`src/rtl/ram_wb_arbiter.sv`:
```
// Round-robin two-master Wishbone arbiter in front of the on-chip RAM slave.
// Optional request-to-ack watchdog is enabled by defining RAM_ARB_WDT_EN.
module ram_wb_arbiter #(
    parameter int AW  = 32,
    parameter int DW  = 32,
    parameter int TMO = 15
) (
    input  logic          clk_i,
    input  logic          rst_i,

    input  logic          m0_stb_i,
    input  logic          m0_cyc_i,
    input  logic          m0_we_i,
    input  logic [AW-1:0] m0_addr_i,
    input  logic [3:0]    m0_sel_i,
    input  logic [DW-1:0] m0_data_i,
    output logic [DW-1:0] m0_data_o,
    output logic          m0_ack_o,
    output logic          m0_err_o,

    input  logic          m1_stb_i,
    input  logic          m1_cyc_i,
    input  logic          m1_we_i,
    input  logic [AW-1:0] m1_addr_i,
    input  logic [3:0]    m1_sel_i,
    input  logic [DW-1:0] m1_data_i,
    output logic [DW-1:0] m1_data_o,
    output logic          m1_ack_o,
    output logic          m1_err_o,

    output logic          s_stb_o,
    output logic          s_cyc_o,
    output logic          s_we_o,
    output logic [AW-1:0] s_addr_o,
    output logic [3:0]    s_sel_o,
    output logic [DW-1:0] s_data_o,
    input  logic [DW-1:0] s_data_i,
    input  logic          s_ack_i
);

    typedef enum logic [1:0] {IDLE, BUSY, GAP, DRAIN} state_t;

    localparam logic [3:0] TMO_C = 4'(TMO);

    state_t     state;
    logic       last_gnt;
    logic [1:0] drain_cnt;
    logic       m0_req;
    logic       m1_req;
    logic       any_req;
    logic       pick;
    logic       gnt_req;
    logic       busy;
    logic       wdt_expire;

    assign m0_req  = m0_stb_i & m0_cyc_i;
    assign m1_req  = m1_stb_i & m1_cyc_i;
    assign any_req = m0_req | m1_req;
    // On a tie the master that did not win last time is picked
    assign pick    = (m0_req & m1_req) ? ~last_gnt : ~m0_req;
    assign gnt_req = last_gnt ? m1_req : m0_req;
    assign busy    = (state == BUSY);

`ifdef RAM_ARB_WDT_EN
    logic [3:0] wdt_cnt;

    always_ff @(posedge clk_i or posedge rst_i) begin
        if (rst_i) begin
            wdt_cnt <= 4'd0;
        end else if (!busy) begin
            wdt_cnt <= 4'd0;
        end else if (wdt_cnt != TMO_C) begin
            wdt_cnt <= wdt_cnt + 4'd1;
        end
    end

    assign wdt_expire = busy & (wdt_cnt == TMO_C) & ~s_ack_i;
`else
    assign wdt_expire = 1'b0 & (TMO_C == 4'd0);
`endif

    // last_gnt doubles as the current grant while in BUSY
    always_ff @(posedge clk_i or posedge rst_i) begin
        if (rst_i) begin
            state     <= IDLE;
            last_gnt  <= 1'b1;
            drain_cnt <= 2'd0;
        end else begin
            case (state)
                IDLE, GAP: begin
                    if (any_req) begin
                        state    <= BUSY;
                        last_gnt <= pick;
                    end else begin
                        state <= IDLE;
                    end
                end
                BUSY: begin
                    if (s_ack_i) begin
                        state <= GAP;
                    end else if (!gnt_req || wdt_expire) begin
                        state     <= DRAIN;
                        drain_cnt <= 2'd0;
                    end
                end
                DRAIN: begin
                    if (drain_cnt == 2'd2) begin
                        state     <= IDLE;
                        drain_cnt <= 2'd0;
                    end else begin
                        drain_cnt <= drain_cnt + 2'd1;
                    end
                end
                default: state <= IDLE;
            endcase
        end
    end

    always_comb begin
        s_stb_o  = 1'b0;
        s_cyc_o  = 1'b0;
        s_we_o   = 1'b0;
        s_addr_o = '0;
        s_sel_o  = 4'd0;
        s_data_o = '0;
        if (busy) begin
            if (last_gnt) begin
                s_stb_o  = m1_stb_i;
                s_cyc_o  = m1_cyc_i;
                s_we_o   = m1_we_i;
                s_addr_o = m1_addr_i;
                s_sel_o  = m1_sel_i;
                s_data_o = m1_data_i;
            end else begin
                s_stb_o  = m0_stb_i;
                s_cyc_o  = m0_cyc_i;
                s_we_o   = m0_we_i;
                s_addr_o = m0_addr_i;
                s_sel_o  = m0_sel_i;
                s_data_o = m0_data_i;
            end
        end
    end

    // Acks outside BUSY (e.g. late acks during DRAIN) never reach a master
    assign m0_data_o = s_data_i;
    assign m1_data_o = s_data_i;
    assign m0_ack_o  = busy & ~last_gnt & s_ack_i;
    assign m1_ack_o  = busy & last_gnt & s_ack_i;
    assign m0_err_o  = wdt_expire & ~last_gnt;
    assign m1_err_o  = wdt_expire & last_gnt;

endmodule

```
`config.mk`:
```
export PLATFORM = sky130hd
export DESIGN_NAME = ram_wb_arbiter
export DESIGN_NICKNAME = d
export VERILOG_FILES = /design/src/rtl/ram_wb_arbiter.sv
export SDC_FILE = /design/constraint.sdc
export NUM_CORES = 1
export LEC_CHECK = 0
export ABC_AREA = 1
export CORE_AREA = 2 2 122 124
export DETAILED_ROUTE_END_ITERATION = 10
export DIE_AREA = 0 0 124 126
export SYNTH_ARGS = -nofsm -noshare
export SYNTH_HDL_FRONTEND = slang
export SYNTH_SLANG_ARGS = --single-unit
```
`constraint.sdc`:
```
create_clock -name clk_i -period 2 [get_ports clk_i]
set_input_delay 0.4 -clock clk_i [delete_from_list [all_inputs] [get_ports clk_i]]
set_output_delay 0.4 -clock clk_i [all_outputs]
set_load 0.005 [all_outputs]
```
==> impl_results.md, run 1 <==
- Clock insertion delay at the later pin of the skew report: 0.23 ns
- RSZ-0062 raised after global routing: yes
- Via count: 3127
- Sequential area share after synthesis: 0.05252
- Share of post-route cells with drive strength above 1: 0.4409
- Final slew viol count: 0
- Critical R2R Launch: last_gnt
- Synth top area cells: nand3_2, buf_4, nand3_1
- Row cnt: 44
- Placed cell area: 0.004390 sq mm
- Pin count of the biggest net entering global routing: 18
- WL/cell: 15.68 um
- R2R depth: 7
- Die span in y: 126 um
- Clk root buf: clkbuf_16
- Outcome: complete, but fails checks
- WP data required: 1.60 ns
- Area growth syn-to-layout: 107.5%
- Core Util, Final: 0.3488
- Hold WS: 0.3865 ns
- Yosys warns: 0
- Failing checks: setup timing
- Slowest stage delay, CP: 0.64 ns
- Crit Path Class: reg2out
- Hold Crit Class: in2async
- Worst path arrival time: 1.64 ns
- Syn Area/Cell: 6.816 sq um
- Diodes inserted: 0
- Routed Antenna Nets: 0
- Total CTS buffers: 3
- TritonRoute pass-1 iters: 4
- PwrDens: 1260 mW/mm^2
- Total Routed Length: 11640 um
- Vias per cell: 4.214
- # H-tree levels: 1
- Max IR drop VDD: 0.0005146 V
- Core region area: 0.01431 sq mm
- Synth area leader: nand3_2
- Yosys cell types: 17
- Critical Path Start Type: flop
- MaxCap Viol Count: 0
- PortBufs: 217
- Final setup violation count: 33
- Delay-heaviest family, CP: flip-flops
- Initial antenna violation count: 0
- Final Wtd Congestion: 0.7805
- Post-Syn Area: 0.002406 sq mm
- CTS sink count: 5
- Leak pwr: 0.002356 uW
- Worst path depth: 7
- Final hold vios: 0
- Starting DRT DRC Count: 65
- CTS max path bufs: 2
- Top-area cell type share of the netlist area: 0.2871
- Die Wd: 124 um
- # IOs: 316
- Total congestion overflow: 0
- Total track usage: 0.1380
- Vias in the first global route: 3113
- Initial core utilization: 0.1681
- Fmax achieved: 490.2 MHz
- Gate Count Post-Synth: 353
- CTS tree: yes
- DP HPWL: 7887 um
- Worst setup startpoint: last_gnt
- Post-route design area: 0.004992 sq mm
- DRC viols: 0
- Fin crit period: 2.040 ns
- Worst Path Max Fanout: 8
- Final #Nets: 736
- CTS clk-pin slew, worst paths: 0.03 ns
- Fin crit share: 1.020
- Bufs and invs on worst path: 5
- Die ar.: 0.01562 sq mm
- Final worst slack: -0.03986 ns
- Fin Clk Skew: 0.002251 ns
- Yosys reg bits: 5
- First-pass GRT wire length: 16760 um
- Worst setup EP type: output port
- Critical-path top delay cell: dfstp_4
- Critical-path cell list: buf_12, inv_16, buf_6, buf_8, nand3_2, nand2_1, buf_2
==> power breakdown <==
part	switching (uW)	internal (uW)
Combinational	2650	3070
Sequential	66.6	169
Clock	66.0	264
Total	2790	3500
==> cell families after synthesis <==
group / Yosys count / synth area share
buffers and inverters: 104 / 0.3349
DFF: 5 / 0.05253
AOI/OAI and AO/OA: 2 / 0.004160
and+or+nand+nor: 241 / 0.6069
other: 1 / 0.001559
==> final cells by class <==
| cell class | instances | area, sq um |
|---|---|---|
| Fill cell | 1508 | 9321 |
| Timing Repair inverter | 1 | 16.27 |
| Clock buffer | 4 | 78.83 |
| Inverter | 7 | 42.54 |
| Tap cell | 184 | 230.2 |
| Timing Repair Buffer | 296 | 2919 |
| Multi-Input combinational cell | 245 | 1575 |
| Sequential cell | 5 | 130.1 |
==> routing by layer <==
metal  part of all wire  track usage  wire, um  vias up
li1                   -            -         -     1533
met1               0.40       0.1667      4673     1419
met2               0.49       0.2434      5705      143
met3              0.084      0.02899       974       32
met4              0.024      0.03966       283        0
met5                  0            0         0        -
==> flip-flops by register name, summed over array words and instances, names as in the netlist <==
name / flops
drain_cnt: 2
state: 2
last_gnt: 1
==> metrics by stage <==
stage	power [uW]	worst slack, ns	TNS, ns	std cells
floorplan	2603	0.4690	0	354
global placement	4485	-0.07811	-1.176	697
detailed placement	4537	-0.1294	-1.310	697
CTS	6149	-0.08725	-2.062	738
global route	6746	-0.08576	-2.427	742
finish	6288	-0.03986	-0.5925	742
==> what timing repair did <==
item,in CTS,in global routing
hold buffers,0,0
endpoints found under the setup margin,73,65
resized for setup,284,65
pin swaps,34,8
setup buffers,29,3
gates cloned,10,1
==> cells in the final DEF (no fill, tap or decap), drive strengths merged, types with 2 or more instances in the layout <==
cell type | Yosys | layout
inv | 7 | 8
nor2 | 6 | 6
conb | 1 | 2
a21oi | 2 | 2
nand2 | 82 | 82
clkdlybuf4s50 | 0 | 144
nor4 | 2 | 2
clkbuf | 7 | 26
buf | 90 | 128
dfrtp | 4 | 4
nand3 | 150 | 150
==> cell usage after synthesis <==
library cell  number
nand2_1           82
nand3_1           81
buf_4             73
nand3_2           69
buf_2              9
buf_12             8
clkbuf_1           7
inv_1              6
nor2_1             5
dfrtp_1            4
a21oi_1            2
nor4_1             2
conb_1             1
dfstp_2            1
inv_2              1
nor2_8             1
nor3_1             1
==> path summary, 6_finish.rpt <==
| check | endpoint | slack [ns] |
|---|---|---|
| min in group clk_i | drain_cnt[0] | 0.57 |
| min reg2reg | drain_cnt[0] | 0.57 |
| max in group asynchronous | last_gnt | 1.36 |
| max | s_data_o[6] | -0.04 |
| max reg2reg | drain_cnt[1] | 0.47 |
| min | drain_cnt[0] | 0.39 |
Note: power is estimated with default switching activity, not from simulation.
==> inputs of run 2 (changes only) <==
Settings changed: CORE_AREA 2 2 122 124 to 3 3 123 125, DIE_AREA 0 0 124 126 to 0 0 126 128.
==> run 2 against run 1 <==
Against the previous run:
- the run still ends with setup timing left
- hold slack worse by 0.010 ns
- combinational power shrank 8.2%
- critical path depth rose by 2
- largest cell class unchanged
==> impl_results.md, run 2 (synthesis gave the netlist of run 1 again) <==
- Outcome: complete, but fails checks
- Failing checks: setup timing
- Initial antenna violation count: 0 (unchanged)
- Worst setup EP type: output port
- Area growth syn-to-layout: 101.0%
- R2R depth: 7 (unchanged)
- WP data required: 1.60 ns (about the same)
- Fin Clk Skew: 0.002236 ns (-0.00001531 ns)
- Switch Pwr: 2560 uW (-8.2%)
- Largest regs: drain_cnt (2), state (2), last_gnt (1)
- Crit Path Class: reg2out
- Total congestion overflow: 0 (unchanged)
- Worst Path Max Fanout: 7 (-1)
- Total track usage: 0.1228 (-0.01517)
- PwrDens: 1201 mW/mm^2 (-4.7%)
- Starting DRT DRC Count: 67 (+3.1%)
- Initial core utilization: 0.1720 (+0.003909)
- Switching share of total power: 0.4408 (-0.002454)
- Setup WS pre-CTS: -0.1141 ns (+0.01536 ns)
- Total Routed Length: 11060 um (-4.9%)
- Internal power: 3247 uW (-7.2%)
- Die span in y: 128 um (+1.6%)
- Comb power frac: 0.904 (-0.006)
- Share of post-route cells with drive strength above 1: 0.3945 (-0.04631)
- MaxCap Viol Count: 0 (unchanged)
- CTS clk-pin slew, worst paths: 0.03 ns (about the same)
- Overall power: 5807 uW (-7.7%)
- Hold Crit Class: in2async
- Pin count of the biggest net entering global routing: 41 (+23)
- Clock insertion delay at the later pin of the skew report: 0.23 ns (about the same)
- Commonest non-fill, non-tap cell in the layout: clkdlybuf4s50_1
- CTS tree: yes
- Vias in the first global route: 3150 (+1.2%)
- CTS hold repair buffers: 0 (unchanged)
- # H-tree levels: 1 (unchanged)
- CTS max path bufs: 2 (unchanged)
- Die ar.: 0.01613 sq mm (+3.2%)
- Final Wtd Congestion: 0.7945 (+1.8%)
- Sequential power share: 0.039 (+0.002)
- WL/cell: 15.15 um (-3.4%)
- Fin crit share: 1.002 (-0.01778)
- Via count: 3095 (-1.0%)
- TritonRoute pass-1 iters: 4 (unchanged)
- CTS sink count: 5 (unchanged)
- PortBufs: 217 (unchanged)
- RSZ-0062 raised after global routing: yes
- # IOs: 316 (unchanged)
- Worst path arrival time: 1.60 ns (-0.04 ns)
- First-pass GRT wire length: 16060 um (-4.2%)
- Final worst slack: -0.004300 ns (+0.03556 ns)
- Core region area: 0.01399 sq mm (-2.3%)
- Total CTS buffers: 3 (unchanged)
- Vias per cell: 4.240 (+0.60%)
- Diodes inserted: 0 (unchanged)
- Fmax achieved: 498.9 MHz (+1.8%)
- Final setup violation count: 2 (-94%)
- Most frequent cells in the layout: clkdlybuf4s50_1, nand2_1, nand3_2
- Die Wd: 126 um (+1.6%)
- Final slew viol count: 0 (unchanged)
- Final #Nets: 728 (-1.1%)
- Fin crit period: 2.004 ns (-0.03556 ns)
- Leak pwr: 0.002335 uW (-0.89%)
- Hold WS: 0.3761 ns (-0.01040 ns)
- Row cnt: 43 (-2.3%)
- Number of fill cells: 1516 (+0.53%)
- Setup TNS Final: -0.006175 ns (+0.5863 ns)
- Worst reg2reg endpoint: drain_cnt[0]
- Routed Antenna Nets: 0 (unchanged)
- Max IR drop VDD: 0.0006155 V (+20%)
- DP HPWL: 8304 um (+5.3%)
- DRC viols: 0 (unchanged)
- Reg-to-reg slack, setup: 0.52 ns (+0.05 ns)
- Clock group share of total power: 0.057 (+0.004)
- Critical R2R Launch: last_gnt
- Critical Path Start Type: flop
- Final hold vios: 0 (unchanged)
- Clk root buf: clkbuf_16
==> run 2: cell count changes in the layout (fill, tap and decap cells not counted), moves of 3 or more <==
cell | previous run | this run
buf_16 | 9 | 3
buf_2 | 46 | 14
buf_4 | 35 | 28
buf_6 | 19 | 16
buf_8 | 6 | 10
clkbuf_2 | 21 | 42
clkdlybuf4s15_1 | 1 | 6
dlygate4sd2_1 | 0 | 4
dlymetal6s2s_1 | 0 | 6
nand2_1 | 77 | 80
nand2_2 | 5 | 2
==> run 2: per-layer routing <==
| layer | wire, um | vias up | share of wire | track usage |
|---|---|---|---|---|
| li1 | - | 1510 | - | - |
| met1 | 4283 | 1393 | 0.39 | 0.1402 |
| met2 | 5582 | 155 | 0.50 | 0.2238 |
| met3 | 844 | 37 | 0.076 | 0.02667 |
| met4 | 351 | 0 | 0.032 | 0.04606 |
| met5 | 0 | - | 0 | 0 |
==> run 2: power groups by stage <==
stage          clock (uW)  combinational [uW]  sequential [uW]
6_report              331                5250              228
5_1_grt               341                5680              234
4_1_cts               334                4960              236
3_5_place_dp            0                4470              230
3_3_place_gp            0                4410              224
2_1_floorplan           0                2390              211
==> run 2: metrics by stage <==
stage               cells  cell area (sq um)  utilization
finish                730               4836       0.3457
global route          730               4836       0.3457
CTS                   711               4782       0.3419
detailed placement    696               4458       0.3187
global placement      696               4458       0.3187
floorplan             354               2410            -
==> run 2: area by class of cell <==
type                    count  area, sq um  area share
clock buffers               4        78.83     0.01630
inverters                   7        31.28    0.006468
multi-input cells         245         1528      0.3159
flip-flops and latches      5        127.6     0.02639
well taps                 180        225.2     0.04657
repair buffers            289         2845      0.5884
==> run 2: timing repair <==
| item | 4_1_cts | 5_1_grt |
|---|---|---|
| pin swaps | 2 | 17 |
| buffers inserted | 7 | 18 |
| resized for setup | 138 | 124 |
| cloned | 4 | 2 |
| setup endpoints to repair | 73 | 70 |
==> run 2: worst max-delay path by stage <==
stage / end / cells after the start / startpoint / slack, ns
2_1_floorplan: s_addr_o[0] / 4 / last_gnt / 0.47
3_3_place_gp: m1_ack_o / 4 / s_ack_i / -0.06
3_5_place_dp: m0_ack_o / 4 / s_ack_i / -0.11
4_1_cts: s_addr_o[21] / 7 / state[1] / -0.26
5_1_grt: s_addr_o[15] / 9 / state[1] / -0.09
6_report: s_addr_o[16] / 9 / state[1] / -0.004
==> run 2: critical path: stages, from the launching register on <==
cell      delay (ns)
dfrtp_2         0.43
nor2_8          0.14
buf_12          0.12
buf_12          0.11
buf_8           0.12
buf_8           0.12
buf_4           0.11
nand3_2         0.05
nand2_1         0.06
clkbuf_2        0.10
==> inputs of run 3 (changes only) <==
Settings changed: CELL_PAD_IN_SITES_DETAIL_PLACEMENT set to 0, CELL_PAD_IN_SITES_GLOBAL_PLACEMENT set to 1, CORE_AREA 3 3 123 125 to not set, CORE_MARGIN set to 3, CORE_UTILIZATION set to 15, DIE_AREA 0 0 126 128 to not set, PLACE_DENSITY_LB_ADDON set to 0.1, SLEW_MARGIN set to 20.
==> run 3 against run 2 <==
Against the previous run:
- the run still ends with setup timing left
- die area grew 9.1%
- hold slack lost 0.0029 ns
- clock skew is essentially flat
- sequential share of layout area shrank 0.053 points
- count of clock-buffer cells in the layout is the same
- final cell count grew 3.4%
- routed wire length grew 2.5%
- maximum frequency shrank 5.0%
- clock power is essentially flat
- global-route usage shrank 0.78 points
- register-to-register slack gained 0.12 ns
==> impl_results.md, run 3 (synthesis gave the netlist of run 1 again) <==
- Vias per cell: 3.925 (-7.4%)
- Routed Antenna Nets: 0 (unchanged)
- # IOs: 316 (unchanged)
- CTS sink count: 5 (unchanged)
- Starting DRT DRC Count: 75 (+12%)
- Core region area: 0.01543 sq mm (+10%)
- Worst setup EP type: output port
- Largest regs: drain_cnt (2), state (2), last_gnt (1)
- Setup WS pre-CTS: -0.07597 ns (+0.03810 ns)
- Diodes inserted: 0 (unchanged)
- CTS max path bufs: 2 (unchanged)
- Comb power frac: 0.907 (+0.003)
- WL/cell: 15.03 um (-0.85%)
- Cell mode on critical path: buf_12
- Die Wd: 132.7 um (+5.3%)
- Critical-path top delay cell: dfrtp_1
- Initial core utilization: 0.1560 (-0.01604)
- Final worst slack: -0.1090 ns (-0.1047 ns)
- Failing checks: setup timing
- Die span in y: 132.7 um (+3.6%)
- Internal power: 3394 uW (+4.5%)
- Non-filler cells, final: 755 (+3.4%)
- DP HPWL: 7956 um (-4.2%)
- Pin count of the biggest net entering global routing: 35 (-15%)
- WP data required: 1.60 ns (about the same)
- Commonest non-fill, non-tap cell in the layout: clkdlybuf4s50_1
- First-pass GRT wire length: 16440 um (+2.4%)
- Fin Clk Skew: 0.001792 ns (-0.0004435 ns)
- Max IR drop VDD: 0.0004603 V (-25%)
- TritonRoute pass-1 iters: 4 (unchanged)
- Final setup violation count: 11 (+9)
- Fmax achieved: 474.2 MHz (-5.0%)
- Most frequent cells in the layout: clkdlybuf4s50_1, nand2_1, nand3_1
- Final Wtd Congestion: 0.7198 (-9.4%)
- Hold Crit Class: in2async
- Total CTS buffers: 3 (unchanged)
- Share of post-route cells with drive strength above 1: 0.3474 (-0.04712)
- Row cnt: 45 (+4.7%)
- MaxCap Viol Count: 0 (unchanged)
- Number of fill cells: 1686 (+11%)
- Critical-path cell list: inv_2, nor2_8, buf_12, buf_12, buf_12, buf_16, buf_8, buf_4, nand3_2, nand2_1, clkbuf_2
- Total track usage: 0.1149 (-0.007834)
- Slowest stage delay, CP: 0.38 ns (-0.05 ns)
- Clk root buf: clkbuf_16
- # H-tree levels: 1 (unchanged)
- Via count: 2963 (-4.3%)
- RSZ-0062 raised after global routing: yes
- Placed cell count: 710 (+2.0%)
- Total congestion overflow: 0 (unchanged)
- Worst path arrival time: 1.71 ns (+0.11 ns)
- Clock group share of total power: 0.055 (-0.002)
- Critical Path Start Type: flop
- Fin crit share: 1.055 (+0.05235)
- DRC viols: 0 (unchanged)
- Die ar.: 0.01760 sq mm (+9.1%)
- Clock insertion delay at the later pin of the skew report: 0.23 ns (about the same)
- Vias in the first global route: 2902 (-7.9%)
- Core Util, Final: 0.3199 (-0.02584)
- Final #Nets: 722 (-0.82%)
- CTS tree: yes
- Area growth syn-to-layout: 105.1%
- Final slew viol count: 0 (unchanged)
- Initial antenna violation count: 0 (unchanged)
- PwrDens: 1210 mW/mm^2 (+0.72%)
- PortBufs: 217 (unchanged)
- Outcome: complete, but fails checks
- Final hold vios: 0 (unchanged)
- Crit Path Class: reg2out
- Worst Path Max Fanout: 5 (-2)
- Total Routed Length: 11340 um (+2.5%)
- Switching share of total power: 0.4313 (-0.009529)
- Fin crit period: 2.109 ns (+0.1047 ns)
- Sequential power share: 0.038 (about the same)
- CTS clk-pin slew, worst paths: 0.03 ns (about the same)
- Switch Pwr: 2574 uW (+0.56%)
- Leak pwr: 0.002445 uW (+4.7%)
==> run 3: cell types whose count changed in the layout (fill, tap and decap cells not counted), moves of 5 or more <==
cell	before	now
buf_4	28	23
clkbuf_2	42	32
buf_8	10	5
dlymetal6s2s_1	6	12
dlygate4sd2_1	4	16
buf_2	14	8
==> run 3: worst paths after layout <==
check	end	from	slack, ns	depth (start not counted)
hold / removal	drain_cnt[0]	rst_i	0.37	2
max in group asynchronous	last_gnt	rst_i	1.38	2
hold reg to reg	drain_cnt[1]	drain_cnt[1]	0.52	2
setup / recovery	s_data_o[2]	state[0]	-0.11	11
min in group clk_i	drain_cnt[1]	drain_cnt[1]	0.52	2
setup reg to reg	state[1]	state[0]	0.64	9
==> run 3: stage by stage <==
| stage | total power [uW] | instance area, sq um | TNS [ns] | hold WS [ns] |
|---|---|---|---|---|
| after floorplan | 2603 | 2410 | 0 | 0.1778 |
| after global placement | 4635 | 4394 | -0.1703 | 0.5257 |
| after detailed placement | 4597 | 4394 | -0.2205 | 0.5199 |
| after CTS | 5493 | 4728 | -3.257 | 0.3813 |
| after global routing | 6461 | 4935 | -2.341 | 0.4137 |
| final | 5969 | 4935 | -0.6469 | 0.3732 |
==> run 3: what timing repair did <==
action                                  CTS  global route
hold buffers                              0             0
cloned                                    5             5
endpoints found under the setup margin   73            55
gates resized for setup                  93           103
pin swaps                                 1             7
setup buffers                            19            14
==> run 3: cell type report <==
| type | instances | area (sq um) | area share |
|---|---|---|---|
| repair buffers | 283 | 2930 | 0.5938 |
| clock buffers | 4 | 78.83 | 0.01597 |
| flip-flops and latches | 5 | 127.6 | 0.02586 |
| well taps | 211 | 264.0 | 0.05350 |
| inverters | 7 | 28.78 | 0.005832 |
| multi-input cells | 245 | 1505 | 0.3050 |
==> run 3: metal layers <==
metal / global-route usage / wire length (um)
met5: 0 / 0
met4: 0.02714 / 229
met3: 0.02281 / 714
met2: 0.2167 / 5957
met1: 0.1326 / 4442
==> run 3: worst max-delay path: cells and delay by family, from the launching register on <==
kind / cells / cell delay [ns]
simple gates: 3 / 0.13
buf+inv: 8 / 0.96
flops: 1 / 0.38
==> run 3: power by group through the flow <==
| stage | registers, uW | clock network, uW | logic, uW |
|---|---|---|---|
| floorplan | 211 | 0 | 2390 |
| global placement | 230 | 0 | 4410 |
| detailed placement | 231 | 0 | 4370 |
| CTS | 233 | 334 | 4930 |
| global route | 234 | 344 | 5880 |
| finish | 225 | 329 | 5410 |
